===== src/rtl/frame_scheduler.sv =====
// Frame-level sequencer: clear, gated triangle render, drain to frame-end marker,
// then a vblank-aligned buffer swap. Single clock domain, synchronous active-low reset.
module frame_scheduler #(
  parameter int unsigned DRAIN_TIMEOUT = 1048576,
  parameter int unsigned CNT_W         = 16
) (
  input  logic             clk,
  input  logic             rstn,
  input  logic             frame_start_valid,
  output logic             frame_start_ready,
  input  logic             tri_s_valid,
  output logic             tri_s_ready,
  input  logic             tri_s_last,
  output logic             tri_m_valid,
  input  logic             tri_m_ready,
  input  logic             px_valid,
  input  logic             px_ready,
  input  logic             px_last,
  output logic             clear_start,
  input  logic             clear_done,
  input  logic             vblank,
  output logic             swap,
  output logic             frame_done,
  output logic             busy,
  output logic [CNT_W-1:0] frame_count,
  output logic [CNT_W-1:0] tri_count,
  output logic             err_timeout
);

  localparam int unsigned TO_W = (DRAIN_TIMEOUT > 1) ? $clog2(DRAIN_TIMEOUT) : 1;
  localparam logic [TO_W-1:0] TO_LAST = TO_W'(DRAIN_TIMEOUT - 1);

  typedef enum logic [2:0] {
    S_IDLE,
    S_CLEAR,
    S_RENDER,
    S_DRAIN,
    S_WAIT_VBL,
    S_SWAP
  } state_t;

  state_t           state_q, state_d;
  logic             clear_start_q, clear_start_d;
  logic [CNT_W-1:0] tri_cnt_q, tri_cnt_d;
  logic [CNT_W-1:0] frame_cnt_q, frame_cnt_d;
  logic             px_seen_q, px_seen_d;
  logic [TO_W-1:0]  to_cnt_q, to_cnt_d;
  logic             err_q, err_d;

  logic gate;
  logic fs_hs;
  logic tri_hs;
  logic px_hs;

  assign gate   = (state_q == S_RENDER);
  assign fs_hs  = frame_start_valid & (state_q == S_IDLE);
  assign tri_hs = tri_s_valid & tri_m_ready & gate;
  assign px_hs  = px_valid & px_ready & px_last;

  always_comb begin
    state_d       = state_q;
    clear_start_d = 1'b0;
    tri_cnt_d     = tri_cnt_q;
    frame_cnt_d   = frame_cnt_q;
    px_seen_d     = px_seen_q;
    to_cnt_d      = '0;
    err_d         = err_q;
    case (state_q)
      S_IDLE: begin
        if (fs_hs) begin
          state_d       = S_CLEAR;
          clear_start_d = 1'b1;
          tri_cnt_d     = '0;
          px_seen_d     = 1'b0;
        end
      end
      S_CLEAR: begin
        if (clear_done) state_d = S_RENDER;
      end
      S_RENDER: begin
        if (px_hs) px_seen_d = 1'b1;
        if (tri_hs) begin
          if (tri_cnt_q != '1) tri_cnt_d = tri_cnt_q + CNT_W'(1);
          if (tri_s_last) state_d = S_DRAIN;
        end
      end
      S_DRAIN: begin
        // A marker arriving on the timeout cycle itself wins over the timeout.
        if (px_seen_q || px_hs) begin
          px_seen_d = 1'b1;
          state_d   = S_WAIT_VBL;
        end else if (to_cnt_q == TO_LAST) begin
          err_d   = 1'b1;
          state_d = S_WAIT_VBL;
        end else begin
          to_cnt_d = to_cnt_q + TO_W'(1);
        end
      end
      S_WAIT_VBL: begin
        if (vblank) state_d = S_SWAP;
      end
      S_SWAP: begin
        frame_cnt_d = frame_cnt_q + CNT_W'(1);
        state_d     = S_IDLE;
      end
      default: state_d = S_IDLE;
    endcase
  end

  always_ff @(posedge clk) begin
    if (!rstn) begin
      state_q       <= S_IDLE;
      clear_start_q <= 1'b0;
      tri_cnt_q     <= '0;
      frame_cnt_q   <= '0;
      px_seen_q     <= 1'b0;
      to_cnt_q      <= '0;
      err_q         <= 1'b0;
    end else begin
      state_q       <= state_d;
      clear_start_q <= clear_start_d;
      tri_cnt_q     <= tri_cnt_d;
      frame_cnt_q   <= frame_cnt_d;
      px_seen_q     <= px_seen_d;
      to_cnt_q      <= to_cnt_d;
      err_q         <= err_d;
    end
  end

  assign frame_start_ready = (state_q == S_IDLE);
  assign tri_s_ready       = tri_m_ready & gate;
  assign tri_m_valid       = tri_s_valid & gate;
  assign clear_start       = clear_start_q;
  assign swap              = (state_q == S_SWAP);
  assign frame_done        = (state_q == S_SWAP);
  assign busy              = (state_q != S_IDLE);
  assign frame_count       = frame_cnt_q;
  assign tri_count         = tri_cnt_q;
  assign err_timeout       = err_q;

endmodule


===== config.mk =====
export PLATFORM = sky130hd
export DESIGN_NAME = frame_scheduler
export DESIGN_NICKNAME = d
export VERILOG_FILES = /design/src/rtl/frame_scheduler.sv
export SDC_FILE = /design/constraint.sdc
export NUM_CORES = 1
export LEC_CHECK = 0
export CAP_MARGIN = 15
export CORE_ASPECT_RATIO = 1.4
export CORE_MARGIN = 1
export CORE_UTILIZATION = 56
export DETAILED_ROUTE_END_ITERATION = 7
export GPL_ROUTABILITY_DRIVEN = 0
export PLACE_DENSITY_LB_ADDON = 0.3
export SLEW_MARGIN = 20
export SYNTH_ARGS = -nofsm -noshare
export SYNTH_HDL_FRONTEND = slang
export SYNTH_SLANG_ARGS = --single-unit

===== constraint.sdc =====
create_clock -name clk -period 3.7 [get_ports clk]
set_input_delay 0.37 -clock clk [delete_from_list [all_inputs] [get_ports clk]]
set_output_delay 0.37 -clock clk [all_outputs]
set_load 0.01 [all_outputs]

Word level (Yosys, flattened, before mapping)
Cells that the tools add are included.
{"block": "totals", "regBits": 58, "in_bits": 11, "word_cells": 64}
{"block": "classes", "addsub": 3, "eq_ne": 16, "n_mux": 17, "bitwise_logic": 10, "reduce_logical": 11}
{"cell": "$mux W16", "n": 3}
{"cell": "$add A16 B1 Y16 const B", "n": 2}
{"cell": "$pmux W16 S2", "n": 1}
{"cell": "$mux W3", "n": 7}
{"cell": "$add A20 B1 Y20 const B", "n": 1}
{"cell": "$eq A20 B20 Y1 const B", "n": 1}
{"cell": "$ne A16 B16 Y1 const B", "n": 1}
{"cell": "$pmux W3 S5", "n": 1}
{"cell": "$ne A2 B1 Y1 const B", "n": 5}
{"cell": "$reduce_and A4 Y1", "n": 2}
{"cell": "$and A1 B1 Y1", "n": 7}
{"cell": "$eq A3 B2 Y1 const B", "n": 2}
{"cell": "$eq A3 B3 Y1 const B", "n": 2}
{"cell": "$ne A2 B2 Y1 const B", "n": 3}
{"cell": "$reduce_and A6 Y1", "n": 1}
{"cell": "$reduce_bool A3 Y1", "n": 2}
{"cell": "$mux W1", "n": 4}
{"cell": "$reduce_or A4 Y1", "n": 1}
{"cell": "$eq A3 B1 Y1 const B", "n": 1}
{"cell": "$logic_not A3 Y1", "n": 1}
{"cell": "$ne A3 B3 Y1 const B", "n": 1}
{"cell": "$not A1 Y1", "n": 3}
{"cell": "$pmux W1 S3", "n": 1}
{"cell": "$reduce_and A3 Y1", "n": 1}
{"cell": "other kinds (3)", "n": 3}

Longest topological paths before layout
Gate-level depths: netlist of run 1.
{"block": "depth", "ltp_word": 5, "ltp_mapped": 7, "ltp_nobuf": 5}

Least setup slack after synthesis of run 1
Ideal clock, no wire load.
{"block": "synth_timing", "kind": "register to register", "startpoint": "register tri_cnt_q[4] (netlist: tri_count[4])", "endpoint": "register tri_cnt_q[11] (netlist: tri_count[11])", "setup_ps": 116, "arrival_time_ps": 1603, "t_required_ps": 3584, "slack_ps": 1981, "stages_incl_launch_ff": 7, "n_path_buf": 1, "cell_sequence": "dfxtp_1 -> and4_1 -> buf_4 -> nand3_1 -> a211oi_2 -> a31oi_1 -> a41o_1"}
{"block": "synth_between", "elab_chain_cells": 4, "elab_cells_between_ends": 7, "cone_classes": "add/sub (1); eq/ne (2); mux (3); reduce/logical (1)"}
{"element": "from (decl)", "line_no": "44", "rtl": "logic [CNT_W-1:0] tri_cnt_q, tri_cnt_d;"}
{"element": "from (signal assigned)", "line_no": "122", "rtl": "tri_cnt_q <= tri_cnt_d;"}
{"element": "$add A16 B1 Y16", "line_no": "83", "rtl": "if (tri_cnt_q != '1) tri_cnt_d = tri_cnt_q + CNT_W'(1);"}
{"element": "$mux W16", "line_no": "83"}
{"element": "$mux W16", "line_no": "82", "rtl": "if (tri_hs) begin"}
{"element": "$pmux W16 S2", "line_no": "68", "rtl": "case (state_q)"}
Parallel ways exist; a longest one is shown, timed or not. The select of a mux whose other input is x is not followed.
A chain may end at the register's enable or synchronous reset.

Worst setup path in the final report of run 1
{"block": "layout_timing", "startpoint": "register state_q[1]", "endpoint": "output frame_start_ready"}
{"block": "layout_between", "elab_chain_cells": 1}
{"element": "from (decl)", "line_no": "42", "rtl": "state_t state_q, state_d;"}
{"element": "from (signal assigned)", "line_no": "120", "rtl": "state_q <= state_d;"}
{"element": "$logic_not A3 Y1", "line_no": "130", "rtl": "assign frame_start_ready = (state_q == S_IDLE);"}
{"element": "to (decl)", "line_no": "10", "rtl": "output logic frame_start_ready,"}
No other way between the ends.

==> results of run 1 <==
## state kept, by name (all words and copies together), names as in the netlist
| name | count |
|---|---|
| to_cnt_q | 20 |
| err_timeout | 1 |
| clear_start | 1 |
| tri_count | 16 |
| state_q | 3 |
| frame_count | 16 |
| px_seen_q | 1 |
## cell families after synthesis
| group | after synthesis | synth area share, % |
|---|---|---|
| adders and majority gates | 3 | 1.311 |
| AOI/OAI and AO/OA | 41 | 11.88 |
| buffers and inverters | 24 | 4.718 |
| and+or+nand+nor | 154 | 28.31 |
| xor gates and xnor gates | 41 | 12.54 |
| DFF | 58 | 40.54 |
| muxes | 2 | 0.6990 |
## worst max-delay path: cells and delay by family, from the launching register on
family	cells	cell delay (ns)
flip-flops	1	0.47
AND/OR/NAND/NOR	1	0.50
buffers and inverters	1	0.64
## where the power goes
part / leakage, nW / switching, W / internal (W) / total [W]
sequential: 0.468 / 0.0000383 / 0.000641 / 0.000679
combinational: 0.581 / 0.000106 / 0.0000971 / 0.000203
clock: 0.0806 / 0.000252 / 0.000233 / 0.000485
total: 1.13 / 0.000397 / 0.000971 / 0.00137
## final cells by class
type / count / share of cell area, %
clock buffer: 9 / 3.529
multi-input combinational: 241 / 44.67
sequential: 58 / 33.08
clock inverter: 6 / 0.9982
inverter: 11 / 1.176
tap: 64 / 2.282
timing repair buffer: 50 / 14.26
## path summary, 6_finish.rpt
kind	from	to	slack [ns]
worst max register to register	state_q[1]$_SDFFE_PN0P_	tri_count[11]$_SDFFE_PN0P_	1.59
worst max-delay path	state_q[1]$_SDFFE_PN0P_	frame_start_ready	1.39
worst min-delay path	to_cnt_q[0]$_SDFF_PP0_	to_cnt_q[0]$_SDFF_PP0_	0.45
worst min register to register	to_cnt_q[0]$_SDFF_PP0_	to_cnt_q[0]$_SDFF_PP0_	0.45
## cells in the mapped netlist, types with 7 or more instances
library cell / n / area [sq um]
nand4_1: 8 / 50.05
and3_1: 11 / 68.82
dfxtp_1: 58 / 1161
nand2_1: 23 / 86.33
o21ai_0: 7 / 35.03
inv_1: 11 / 41.29
nand3_1: 14 / 70.07
nor2_1: 55 / 206.5
xnor2_1: 32 / 280.3
a21oi_1: 7 / 35.03
nor3_1: 15 / 75.07
xor2_1: 9 / 78.83
## through the flow
stage	hold WS (ns)	setup WS (ns)	cell area, sq um	utilization, %	std cells
6_report	0.4513	1.386	3510	71.92	439
5_1_grt	0.4914	1.313	3510	71.92	439
3_3_place_gp	0.4212	1.439	3351	68.67	424
3_5_place_dp	0.4482	1.370	3351	68.67	424
4_1_cts	0.4545	1.406	3510	71.92	439
2_1_floorplan	0.4121	1.981	2864	-	323
## routing by layer
| metal | global-route usage (%) | routed length, um | vias up |
|---|---|---|---|
| met5 | 0 | 0 | - |
| met3 | 8.158 | 381 | 15 |
| met4 | 11.42 | 119 | 0 |
| li1 | - | - | 1229 |
| met2 | 44.27 | 3091 | 74 |
| met1 | 30.23 | 2826 | 1124 |
==> flow_summary.json, run 1 <==
{
  "layout_common_cells": "dfxtp_1, nor2_1, clkdlybuf4s50_1, xnor2_1, nand2_1",
  "cts_tree": "yes",
  "multi_input_area_sq_um": 1568,
  "tightest_slew_ns": 0.7263,
  "hold_viol_final": 0,
  "cts_setup_buffers": 0,
  "crit_arrival_ns": 1.94,
  "track_usage_pct": 26.13,
  "clock_sinks": 58,
  "path_cells": "nor3_1, clkdlybuf4s50_1",
  "yosysWarnings": 0,
  "power_density_nw_per_um2": 389.7,
  "num_vias": 2442,
  "clkTransAtPathRegs_ns": 0.07,
  "port-buffer-count": 50,
  "num_antenna_cells": 0,
  "critPathMaxStageDelay_ns": 0.64,
  "fmax_mhz": 432.1,
  "critPathLaunchType": "flop",
  "status": "complete, no violations",
  "syn_area_sq_um": 2864,
  "dp_hpwl_um": 4384,
  "path_class": "reg -> out",
  "regArea_sq_um": 1161,
  "cap_violations": 0,
  "postCtsHoldBufs": 0,
  "rows": 30,
  "worstHoldPathCells": 1,
  "start_util_pct": 58.69,
  "io_pins": 51,
  "timing.final.crit_share_pct": 62.55,
  "final_common_cell": "dfxtp_1",
  "final.min_clock_period_ns": 2.314,
  "via_per_inst": 5.563,
  "fin_total_pwr_w": 0.001368,
  "grt_pass1_vias": 2410,
  "synth_cell_type_count": 55,
  "grt_pass1_wl_um": 11080,
  "cp.required_ns": 3.33,
  "drtIter0Drc": 148,
  "clk_latency_ns": 0.34,
  "peakVddDrop_mv": 0.3165,
  "first_pass_iters": 4,
  "die_h_um": 86.62,
  "die_area_sq_um": 5408,
  "clock_path_buffers": 2,
  "synth_seq_area_share_pct": 40.54,
  "slew_violations": 0,
  "setup_viol": 0,
  "end_kind": "output port",
  "drc": 0,
  "setup_tns_ns": 0,
  "cts_resized": 0,
  "drive_gt1_share_pct": 10.13,
  "rsz0062_at_grt": "no",
  "synth-seq-cells": 58,
  "synthFlopType": "dfxtp_1",
  "ys_async_sr_fraction_pct": 0,
  "wl_per_cell_um": 14.62,
  "core_sq_um": 4880,
  "nets": 385,
  "cts_root_buf": "clkbuf_8",
  "die_w_um": 62.44,
  "wl_um": 6418,
  "crit_path_max_fanout": 15,
  "rr_worst_depth": 5,
  "grt_max_degree": 24,
  "h-tree-depth": 3,
  "synth_cells": 323,
  "synth_edf_count": 0,
  "cts_buffers": 9,
  "fin_worst_skew_ns": 0.004853,
  "areaGrowthSynthToFinish_pct": 22.54,
  "antenna_found_initial": 0,
  "critPathSlowestCell": "clkdlybuf4s50_1",
  "fillers": 379,
  "hold_path.class": "reg -> reg",
  "relSlewSlack_pct": 51.53,
  "mappedNetlistNets": 337,
  "p_leak_nw": 1.129,
  "syn_avg_cell_area_sq_um": 8.867,
  "gr-total-overflow": 0,
  "antenna_left": 0
}
(Power assumes the default switching activity.)
==> inputs of run 2 (changes only) <==
CORE_UTILIZATION = 52   (was 56)
clock period = 2.2 ns   (was 3.7 ns; I/O delays follow)
==> run 2 against run 1 <==
  * Routed wire length shrank 6.0%
  * Register-to-register slack got worse by 1.3 ns
  * Critical path type unchanged
  * Final area increased by 1.7%
  * Die area rose by 7.5%
  * Worst hold slack got worse by 0.012 ns
  * Clock skew increased by 0.0036 ns
  * Total power grew 70%
  * Flip-flop and latch count stayed put
  * Clock power up 72%
  * Sequential share of layout area fell by 0.56 points
  * Via count increased by 0.78%
==> flow_summary.json, run 2 (same netlist as run 1, synthesis figures left out) <==
{
  "hold_path_end": "to_cnt_q[0]$_SDFF_PP0_",
  "power_density_nw_per_um2": 651.5,
  "crit_arrival_ns": 1.87,
  "grt_max_degree": 21,
  "nets": 392,
  "rows": 31,
  "final.min_clock_period_ns": 2.087,
  "tightest_slew_ns": 0.6849,
  "start_util_pct": 54.70,
  "swShare_pct": 27.25,
  "drive_gt1_share_pct": 11.23,
  "antenna_found_initial": 0,
  "layout_common_cells": "dfxtp_1, nor2_1, clkdlybuf4s50_1, xnor2_1, nand2_1",
  "antenna_left": 0,
  "fillers": 442,
  "routed-wl-met3_um": 222,
  "path_cells": "nor3_1, clkdlybuf4s50_1",
  "clock_path_buffers": 2,
  "first_pass_iters": 4,
  "top_layer": "met4",
  "critPathSlowestCell": "clkdlybuf4s50_1",
  "cap_violations": 0,
  "p_leak_nw": 1.170,
  "combPwrFrac_pct": 15.6,
  "clock_sinks": 58,
  "r2r_slack_ns": 0.28,
  "end_kind": "output port",
  "min-delay-start": "to_cnt_q[0]$_SDFF_PP0_",
  "port-buffer-count": 50,
  "areaGrowthSynthToFinish_pct": 24.64,
  "hold_viol_final": 0,
  "timing.final.crit_share_pct": 94.85,
  "die_w_um": 64.72,
  "crit_path_max_fanout": 15,
  "cts_resized": 0,
  "peakVddDrop_mv": 0.5176,
  "hold_path.class": "reg -> reg",
  "worstReg2RegEnd": "tri_count[11]$_SDFFE_PN0P_",
  "num_vias": 2461,
  "intPower_w": 0.001692,
  "status": "complete, no violations",
  "rsz0062_at_grt": "no",
  "cts_root_buf": "clkbuf_8",
  "clk_latency_ns": 0.35,
  "dp_hpwl_um": 4344,
  "rr_worst_depth": 5,
  "cts_buffers": 9,
  "cp.required_ns": 1.98,
  "wl_per_cell_um": 13.44,
  "relSlewSlack_pct": 54.14,
  "path_class": "reg -> out",
  "wl_met2_um": 3044,
  "seqPwrFrac_pct": 48.6,
  "share_clk_of_total_power_pct": 35.8,
  "h-tree-depth": 3,
  "drc": 0,
  "postCtsHoldBufs": 0,
  "regMostFlops": "to_cnt_q",
  "critPathLaunchType": "flop",
  "wl_met1_um": 2646,
  "clkTransAtPathRegs_ns": 0.06,
  "final_area_sq_um": 3570,
  "drtIter0Drc": 149,
  "final_common_cell": "dfxtp_1",
  "setup_viol": 0,
  "io_pins": 51,
  "via_per_inst": 5.481,
  "largest_register_ffs": 20,
  "setup_tns_ns": 0,
  "slew_violations": 0,
  "wl_um": 6036,
  "cts_setup_buffers": 0,
  "fin_worst_skew_ns": 0.008501,
  "track_usage_pct": 21.75,
  "num_antenna_cells": 0,
  "die_area_sq_um": 5813,
  "place_area_sq_um": 3406,
  "die_h_um": 89.81,
  "grt_pass1_wl_um": 10010,
  "worstHoldPathCells": 1,
  "critPathMaxStageDelay_ns": 0.63,
  "r2r-start": "state_q[1]$_SDFFE_PN0P_",
  "gr-total-overflow": 0,
  "p_sw_w": 0.0006338,
  "grt_pass1_vias": 2273,
  "core_sq_um": 5236,
  "cts_tree": "yes",
  "fmax_mhz": 479.2
}
## run 2: cell count changes in the layout (fill, tap and decap cells not counted), sizes merged
cell	change
buf	+7
clkbuf	+4
clkinvlp	-2
clkinv	-1
## run 2: worst max-delay path: cells and delay by family, from the launching register on
kind / cells / cell delay, ns
buffers and inverters: 1 / 0.63
flip-flops: 1 / 0.45
AND/OR/NAND/NOR: 1 / 0.45
## run 2: worst max path at each step
stage                                    from                         end  slack (ns)  cells past startpoint
floorplan           tri_count[4]$_SDFFE_PN0P_  tri_count[11]$_SDFFE_PN0P_        0.48                      6
global placement            frame_start_valid   tri_count[9]$_SDFFE_PN0P_        0.29                      7
detailed placement          frame_start_valid  tri_count[11]$_SDFFE_PN0P_        0.19                      6
CTS                   state_q[1]$_SDFFE_PN0P_           frame_start_ready        0.13                      2
global route          state_q[1]$_SDFFE_PN0P_           frame_start_ready       0.005                      2
finish                state_q[1]$_SDFFE_PN0P_           frame_start_ready        0.11                      2
## run 2: cell type report
cell class | instances | area, sq um | share of cell area (%)
Multi-Input combinational cell | 241 | 1568 | 43.92
Sequential cell | 58 | 1161 | 32.53
Timing Repair Buffer | 57 | 553.0 | 15.49
Clock buffer | 13 | 148.9 | 4.171
Tap cell | 66 | 82.58 | 2.313
Inverter | 11 | 41.29 | 1.157
Clock inverter | 3 | 15.01 | 0.4206
## run 2: routing by layer
layer  vias to the layer above  track usage [%]
met4                         0            12.41
met1                      1153            26.37
met2                        56            35.85
li1                       1240                -
met5                         -                0
met3                        12            3.046
## run 2: power by group through the flow
stage                     registers [W]  clock network [W]  logic, W
after floorplan                 0.00113                  0  0.000232
after global placement          0.00115                  0  0.000355
after detailed placement        0.00115                  0  0.000360
after CTS                       0.00113           0.000845  0.000365
after global routing            0.00114           0.000891  0.000400
final                           0.00113           0.000832  0.000363
## run 2: metrics by stage
stage               util, %  total power, W  cells  hold WS [ns]  setup WS [ns]
finish                68.17        0.002326    449        0.4394         0.1133
global route          68.17        0.002426    449        0.4709       0.005474
CTS                   68.17        0.002338    449        0.4437         0.1293
detailed placement    65.04        0.001513    433        0.4345         0.1857
global placement      65.04        0.001508    433        0.4226         0.2851
floorplan                 -        0.001362    323        0.3571         0.4812
==> inputs of run 3 (changes only) <==
SLEW_MARGIN = 40   (was 20)
==> results of run 3 <==
No change in the layout: final DEF, timing and power equal those of run 2.
